--- src/rtl/spi_pkg.sv ---
// Shared types and constants for the SPI memory subsystem: FSM states,
// RAM command codes and frame geometry.
package spi_pkg;

    typedef enum logic [2:0] {
        IDLE,
        CHK_CMD,
        WRITE,
        READ_ADD,
        READ_DATA
    } state_e;

    localparam logic [1:0] CMD_WR_ADDR = 2'b00;
    localparam logic [1:0] CMD_WR_DATA = 2'b01;
    localparam logic [1:0] CMD_RD_ADDR = 2'b10;
    localparam logic [1:0] CMD_RD_DATA = 2'b11;

    localparam int FRAME_BITS = 10;
    localparam int DATA_BITS  = 8;

endpackage

--- src/rtl/spi_ram.sv ---
// Synchronous single-port RAM driven by 10-bit command frames from the SPI slave.
// The top two frame bits select the operation, the low byte is address or data.
module spi_ram
    import spi_pkg::*;
#(
    parameter int MEM_DEPTH = 256,
    parameter int ADDR_SIZE = 8
) (
    input  logic                 clk,
    input  logic                 rst_n,
    input  logic [ADDR_SIZE+1:0] din,
    input  logic                 rx_valid,
    output logic [ADDR_SIZE-1:0] dout,
    output logic                 tx_valid,
    output logic                 rd_addr_done
);

    logic [ADDR_SIZE-1:0] mem [MEM_DEPTH];
    logic [ADDR_SIZE-1:0] wrAddr_q;
    logic [ADDR_SIZE-1:0] rdAddr_q;
    logic [ADDR_SIZE-1:0] dout_q;
    logic                 txValid_q;
    logic                 rdAddrDone_q;
    logic [1:0]           cmd;

    assign cmd = din[ADDR_SIZE+1 -: 2];

    // Storage has no reset so contents survive a mid-frame reset.
    always_ff @(posedge clk) begin
        if (rx_valid && cmd == CMD_WR_DATA) begin
            mem[wrAddr_q] <= din[ADDR_SIZE-1:0];
        end
    end

    always_ff @(posedge clk or posedge rst_n) begin
        if (rst_n) begin
            wrAddr_q     <= '0;
            rdAddr_q     <= '0;
            dout_q       <= '0;
            txValid_q    <= 1'b0;
            rdAddrDone_q <= 1'b0;
        end else if (rx_valid) begin
            case (cmd)
                CMD_WR_ADDR: begin
                    wrAddr_q  <= din[ADDR_SIZE-1:0];
                    txValid_q <= 1'b0;
                end
                CMD_WR_DATA: begin
                    txValid_q <= 1'b0;
                end
                CMD_RD_ADDR: begin
                    rdAddr_q     <= din[ADDR_SIZE-1:0];
                    rdAddrDone_q <= 1'b1;
                    txValid_q    <= 1'b0;
                end
                default: begin
                    dout_q       <= mem[rdAddr_q];
                    txValid_q    <= 1'b1;
                    rdAddrDone_q <= 1'b0;
                end
            endcase
        end
    end

    assign dout         = dout_q;
    assign tx_valid     = txValid_q;
    assign rd_addr_done = rdAddrDone_q;

endmodule

--- src/rtl/spi_wrapper.sv ---
// Mode-0 SPI slave (one system clock per bit) wrapped around spi_ram.
// Holds the frame FSM, the receive shifter and the MISO serializer.
module spi_wrapper
    import spi_pkg::*;
#(
    parameter int MEM_DEPTH = 256,
    parameter int ADDR_SIZE = 8
) (
    input  logic clk,
    input  logic rst_n,
    input  logic MOSI,
    output logic MISO,
    input  logic SS_n
);

    // bitCnt keeps counting past the frame so it also times the read-back bits.
    localparam logic [4:0] LAST_RX  = 5'(FRAME_BITS - 1);
    localparam logic [4:0] TX_FIRST = 5'(FRAME_BITS + 1);
    localparam logic [4:0] TX_LAST  = 5'(FRAME_BITS + DATA_BITS);
    localparam logic [4:0] TX_DONE  = 5'(FRAME_BITS + DATA_BITS + 1);

    state_e                state_q;
    logic [4:0]            bitCnt_q;
    logic [FRAME_BITS-1:0] rx_q;
    logic                  rxValid_q;
    logic                  miso_q;

    logic [ADDR_SIZE-1:0]  dout;
    logic                  txValid;
    logic                  rdAddrDone;
    logic                  rxActive;
    logic                  txWindow;
    logic [2:0]            txIdx;

    assign rxActive = (bitCnt_q <= LAST_RX);
    assign txWindow = (bitCnt_q >= TX_FIRST) && (bitCnt_q <= TX_LAST);
    assign txIdx    = 3'(TX_LAST - bitCnt_q);

    always_ff @(posedge clk or posedge rst_n) begin
        if (rst_n) begin
            state_q   <= IDLE;
            bitCnt_q  <= '0;
            rx_q      <= '0;
            rxValid_q <= 1'b0;
            miso_q    <= 1'b0;
        end else begin
            rxValid_q <= 1'b0;
            if (state_q != IDLE && SS_n) begin
                state_q  <= IDLE;
                bitCnt_q <= '0;
                rx_q     <= '0;
                miso_q   <= 1'b0;
            end else begin
                case (state_q)
                    IDLE: begin
                        miso_q <= 1'b0;
                        if (!SS_n) state_q <= CHK_CMD;
                    end
                    CHK_CMD: begin
                        bitCnt_q <= '0;
                        if (!MOSI)           state_q <= WRITE;
                        else if (rdAddrDone) state_q <= READ_DATA;
                        else                 state_q <= READ_ADD;
                    end
                    WRITE, READ_ADD: begin
                        if (rxActive) begin
                            rx_q      <= {rx_q[FRAME_BITS-2:0], MOSI};
                            bitCnt_q  <= bitCnt_q + 5'd1;
                            rxValid_q <= (bitCnt_q == LAST_RX);
                        end
                    end
                    READ_DATA: begin
                        if (rxActive) begin
                            rx_q      <= {rx_q[FRAME_BITS-2:0], MOSI};
                            bitCnt_q  <= bitCnt_q + 5'd1;
                            rxValid_q <= (bitCnt_q == LAST_RX);
                        end else if (bitCnt_q != TX_DONE) begin
                            bitCnt_q <= bitCnt_q + 5'd1;
                        end
                        miso_q <= (txWindow && txValid) ? dout[txIdx] : 1'b0;
                    end
                    default: state_q <= IDLE;
                endcase
            end
        end
    end

    assign MISO = miso_q;

    spi_ram #(
        .MEM_DEPTH(MEM_DEPTH),
        .ADDR_SIZE(ADDR_SIZE)
    ) u_ram (
        .clk         (clk),
        .rst_n       (rst_n),
        .din         (rx_q),
        .rx_valid    (rxValid_q),
        .dout        (dout),
        .tx_valid    (txValid),
        .rd_addr_done(rdAddrDone)
    );

endmodule

--- config.mk ---
export PLATFORM = sky130hd
export DESIGN_NAME = spi_wrapper
export DESIGN_NICKNAME = d
export VERILOG_FILES = /design/src/rtl/spi_pkg.sv /design/src/rtl/spi_ram.sv /design/src/rtl/spi_wrapper.sv
export SDC_FILE = /design/constraint.sdc
export NUM_CORES = 2
export LEC_CHECK = 0
export ABC_AREA = 0
export ABC_CLOCK_PERIOD_IN_PS = 4300
export BUFFER_PORTS_ARGS = -buffer_cell sky130_fd_sc_hd__buf_2
export CAP_MARGIN = 5
export CORE_MARGIN = 3
export CORE_UTILIZATION = 57
export DETAILED_ROUTE_END_ITERATION = 8
export PLACE_DENSITY = 0.76
export SYNTH_ARGS = -nofsm -noshare
export SYNTH_HDL_FRONTEND = slang
export SYNTH_SLANG_ARGS = --single-unit
--- constraint.sdc ---
create_clock -name clk -period 4.3 [get_ports clk]
set_clock_uncertainty 0.1 [all_clocks]
set_input_delay 0.645 -clock clk [delete_from_list [all_inputs] [get_ports clk]]
set_output_delay 0.645 -clock clk [all_outputs]
set_load 0.05 [all_outputs]
* Word level (Yosys, flattened, before mapping) *
Memory sizes are Yosys's and may differ from the RTL's. A register that Yosys moved wholly into a read port is not among the register bits.
Cells that the tools add are included.

word-level totals
  register bits after elaboration = 38
  memories kept = 1
  output and inout bits = 1
  input bits = 4
  logic and storage cells = 77
  RAM bits = 2048

operators by class
  bitwise logic cells = 2
  eq/ne operators = 12
  mux-type cells = 25
  add/sub/neg operators = 2
  reductions and logical operators = 22
  order comparisons = 4

memories
  memory     words  width  rd ports  clocked after Yosys merged registers in  write ports  line           source
  u_ram.mem  256    8      1         1                                        1            spi_ram.sv:18  logic [ADDR_SIZE-1:0] mem [MEM_DEPTH];

operators with widths
  cell                 number
  $mux 10              3
  $mux 5               4
  $pmux 5 s3           1
  $mux 3               4
  $reduce_and 2->1     6
  $mux 1               9
  $pmux 3 s3           1
  $eq 3x2->1 const B   2
  $ne 3x3->1 const B   2
  $reduce_bool 3->1    2
  $reduce_or 3->1      2
  $add 5x1->5 const B  1
  $eq 5x4->1 const B   1
  $ge 5x4->1 const B   1
  $le 5x4->1 const B   1
  $le 5x5->1 const B   1
  $ne 5x5->1 const B   1
  $logic_and 1x1->1    4
  $lt 3x4->1 const B   1
  $ne 4x4->1 const B   1
  $pmux 1 s2           2
  $reduce_bool 2->1    2
  $reduce_bool 4->1    1
  $reduce_or 2->1      2
  11 further kinds     12

* Logic depth before layout (Yosys ltp) *
  word-level depth = 6
  mapped depth = 12
  depth with buffers taken out = 9

* Modules after synthesis *
A second synthesis with hierarchy kept.

unflattened totals
  cells, all modules = 4083
  area total of the unflattened synthesis = 82039.9 sq um

by module, submodules not included
  module       times used  cells an instance  area each (sq um)  seq. area each (sq um)
  spi_ram      1           3987               80931.4            62149.6
  spi_wrapper  1           96                 1108.6             500.5

* Least setup slack after synthesis *
OpenSTA, ideal clock, no wires.

  path type = flip-flop to flip-flop
  start = register rx_q[0]
  end = memory u_ram.mem[0][0], data pin
  cell stages (with the launch flop) = 1
  setup slack = 168 ps
  arrival = 3220 ps
  library setup time = 811 ps
  required time = 3389 ps
  buffers on the path = 0
  period minus slack after synthesis = 4132 ps
  cell sequence = dfrtp_1

RTL lines
  element                 line               source
  start, declared         spi_wrapper.sv:24  logic [FRAME_BITS-1:0] rx_q;
  start signal, assigned  spi_wrapper.sv:67  rx_q <= {rx_q[FRAME_BITS-2:0], MOSI};
  start signal, assigned  spi_wrapper.sv:74  rx_q <= {rx_q[FRAME_BITS-2:0], MOSI};
  end, declared           spi_ram.sv:18

No word-level cell before the write port.

==> results.tsv <==
metric	value	unit
Reg power frac	0.570	
data required time of the worst path	4.93	ns
area of the multi-input gates	0.0183	sq mm
Slew Limit Fails	0	
Final Critical Period	4.09	ns
distinct cell type count after synthesis	83	
Detail Placement HPWL	133000	um
cell area after synthesis	0.0829	sq mm
Syn. warnings	0	
Rows	139	
Vias per Instance	6.76	
I/O Buffers	4	
total power	39.2	mW
Sinks on Clock Net	2094	
Overflow after GRT	0	
Slowest-stage cell, CP	dfrtp_1	
Post-DRT Antenna Nets	0	
final hold viol count	0	
CORE AREA	0.144	sq mm
most common cell after layout, fill and taps aside	edfxtp_1	
Sw Ratio	0.192	
status	complete, no violations	
Worst path most repeated cell	o21ai_0	
dpl cell area	0.0856	sq mm
layout cells sized above 1	0.179	
clock power share	0.425	
Max-Cap Viols	0	
crit path launch type	register	
antenna violations before repair	9	
CTS Buffer Depth	3	
CP arrival	4.72	ns
vias in the first global route	43245	
Mapped Cells	4242	
combinational power share	0.005	
register area share after synthesis	0.755	
drt wl/cell	32.4	um
Worst Setup Path Type	reg -> reg	
clk_lat worst skew	0.85	ns
Synth Area per Inst	19.6	sq um
Psw	7.54	mW
Die Wd	387	um
Reg area	0.0627	sq mm
Setup violations, final	0	
# DRC	0	
cell internal pwr	31.7	mW
Hold Path Class	reg -> reg	
total CTS buffers	198	
GRT Total Usage	0.281	
Fmax achieved	0.244	GHz
Crit path largest cell delay	1.05	ns
worst slew pin tran	1.43	ns
ys flop type	edfxtp_1	
Leak Pwr	28.1	nW
initial DRC count	6332	
setup TNS	0	ns
Die Footprint	0.150	sq mm
# resized after CTS	0	
routability congestion estimate	0.987	
ys async rst share	0.0220	
first-pass GRT wire length	304000	um
post-route cell area	0.0918	sq mm
Synth Net Count	4249	
DRT Pass-1 Iters	9	
IO Pins	5	
CP Capture Type	register	
CTS H-tree depth	4	
Worst Path Max Fanout	17	
unrepaired setup endpoints after global routing	no	
final net count	4439	
Power Dens Cells	427	mW/mm^2
CTS tree	yes	
register clock-pin slew on the reported worst setup and hold paths	0.07	ns
most frequent cells in the layout	edfxtp_1, mux2i_1, nor2_1	
largest net degree at the start of global routing	224	
Max VDD drop	0.000440	V
slew margin rel.	0.0367	
crit-path cells	nor3b_2 -> buf_4 -> o21ai_0 -> nor3_1 -> o21ai_0 -> nand4_1 -> a2111oi_2 -> a221o_1	
#FFs+latches synth	2094	
Area Overhead vs Synth	10.7	%
final wirelength	210000	um
filler instances	9424	
chip height	387	um
routed vias	43951	
Post-synth EDFFs	2048	
Root Driver	clkbuf_16	
Tcrit/Tclk final	0.952	
Starting Density	0.576	
-- layout make-up --
cell class | count | share of cell area
Antenna cell | 2 | 0.0000545
Clock buffer | 255 | 0.0571
Clock inverter | 107 | 0.00984
Inverter | 14 | 0.000600
Multi-Input combinational cell | 1876 | 0.199
Sequential cell | 2094 | 0.683
Tap cell | 1903 | 0.0259
Timing Repair Buffer | 248 | 0.0247
-- final timing paths --
kind                                    from                 to  slack (ns)  cells past startpoint
setup / recovery           u_ram.rdAddr_q[6]      u_ram.dout[7]        0.21                      8
hold / removal                 u_ram.dout[5]      u_ram.dout[5]        0.42                      2
setup reg to reg           u_ram.rdAddr_q[6]      u_ram.dout[7]        0.21                      8
min in group asynchronous              rst_n         state_q[1]        0.53                      3
hold reg to reg                u_ram.dout[5]      u_ram.dout[5]        0.42                      2
max in group asynchronous              rst_n  u_ram.rdAddr_q[2]        2.72                      3
-- routing by layer --
metal / global-route usage / part of all wire / vias up
met5: 0.000638 / 0.00027 / -
li1: - / - / 17787
met3: 0.0838 / 0.13 / 607
met1: 0.381 / 0.36 / 22525
met4: 0.132 / 0.054 / 10
met2: 0.425 / 0.46 / 3022
-- per-stage QoR --
step	setup slack [ns]	hold slack, ns	utilization	instances
floorplan	0.168	0.351	-	4242
global placement	0.605	0.390	0.595	6132
detailed placement	0.554	0.399	0.595	6132
CTS	0.531	0.417	0.638	6497
global route	0.312	0.436	0.638	6497
finish	0.206	0.421	0.638	6499
-- logic make-up (layout without fill, tap and decap cells) --
group | after synthesis | in the layout | synth area share
AND/OR/NAND/NOR | 638 | 638 | 0.0339
adder cells (fa/ha/maj) | 3 | 3 | 0.000453
buffers and inverters | 272 | 624 | 0.0248
flip-flops | 2094 | 2094 | 0.755
XOR/XNOR | 3 | 3 | 0.000317
multiplexers | 764 | 764 | 0.146
AO/OA/AOI/OAI | 468 | 468 | 0.0389
other | 0 | 2 | 0
-- synth_stat cells (all sizes together), types with 14 or more instances --
| library cell | count | area, sq um |
|---|---|---|
| o221ai | 54 | 473 |
| nand4 | 20 | 125 |
| nand2 | 118 | 443 |
| edfxtp | 2048 | 61500 |
| buf | 158 | 1570 |
| mux2i | 409 | 4090 |
| o21ai | 90 | 450 |
| a21oi | 57 | 293 |
| nor2 | 323 | 1210 |
| a31oi | 16 | 100 |
| mux2 | 26 | 293 |
| a22oi | 22 | 165 |
| nand2b | 18 | 113 |
| inv | 14 | 52.6 |
| a211oi | 24 | 185 |
| nor3 | 43 | 215 |
| a22o | 16 | 140 |
| clkbuf | 96 | 403 |
| o22ai | 121 | 788 |
| nor4 | 25 | 169 |
| nand3 | 48 | 245 |
| nor2b | 16 | 100 |
| dfrtp | 46 | 1150 |
| mux4 | 329 | 7740 |
-- repair_timing --
action | 4_1_cts | 5_1_grt
hold buffers | 3 | 0
endpoints found under the hold margin | 49 | 0
setup endpoints to repair | 0 | 0
buffers inserted | 0 | 0
-- flip-flops by register name (all words and copies together) (netlist names) --
| signal | cells |
|---|---|
| MISO | 1 |
| u_ram.tx_valid | 1 |
| u_ram.mem | 2048 |
| u_ram.wrAddr_q | 8 |
| u_ram.rdAddr_q | 8 |
| rx_q | 10 |
| state_q | 3 |
| u_ram.dout | 8 |
| u_ram.rd_addr_done | 1 |
| rxValid_q | 1 |
| bitCnt_q | 5 |
-- worst max-delay path, delay by kind of cell, from the launching register on --
kind,cells,cell delay (ns)
compound gates,4,1.03
buf+inv,1,0.36
flops,1,1.05
simple gates,3,1.42
-- power groups by stage --
| stage | logic (mW) | clock network, mW | registers [mW] |
|---|---|---|---|
| after floorplan | 0.0396 | 0 | 22.8 |
| after global routing | 0.227 | 17.6 | 22.3 |
| after global placement | 0.191 | 0 | 22.8 |
| after detailed placement | 0.204 | 0 | 22.8 |
| final | 0.210 | 16.7 | 22.3 |
| after CTS | 0.207 | 16.8 | 22.3 |
Power figures use the tool's default switching activity.
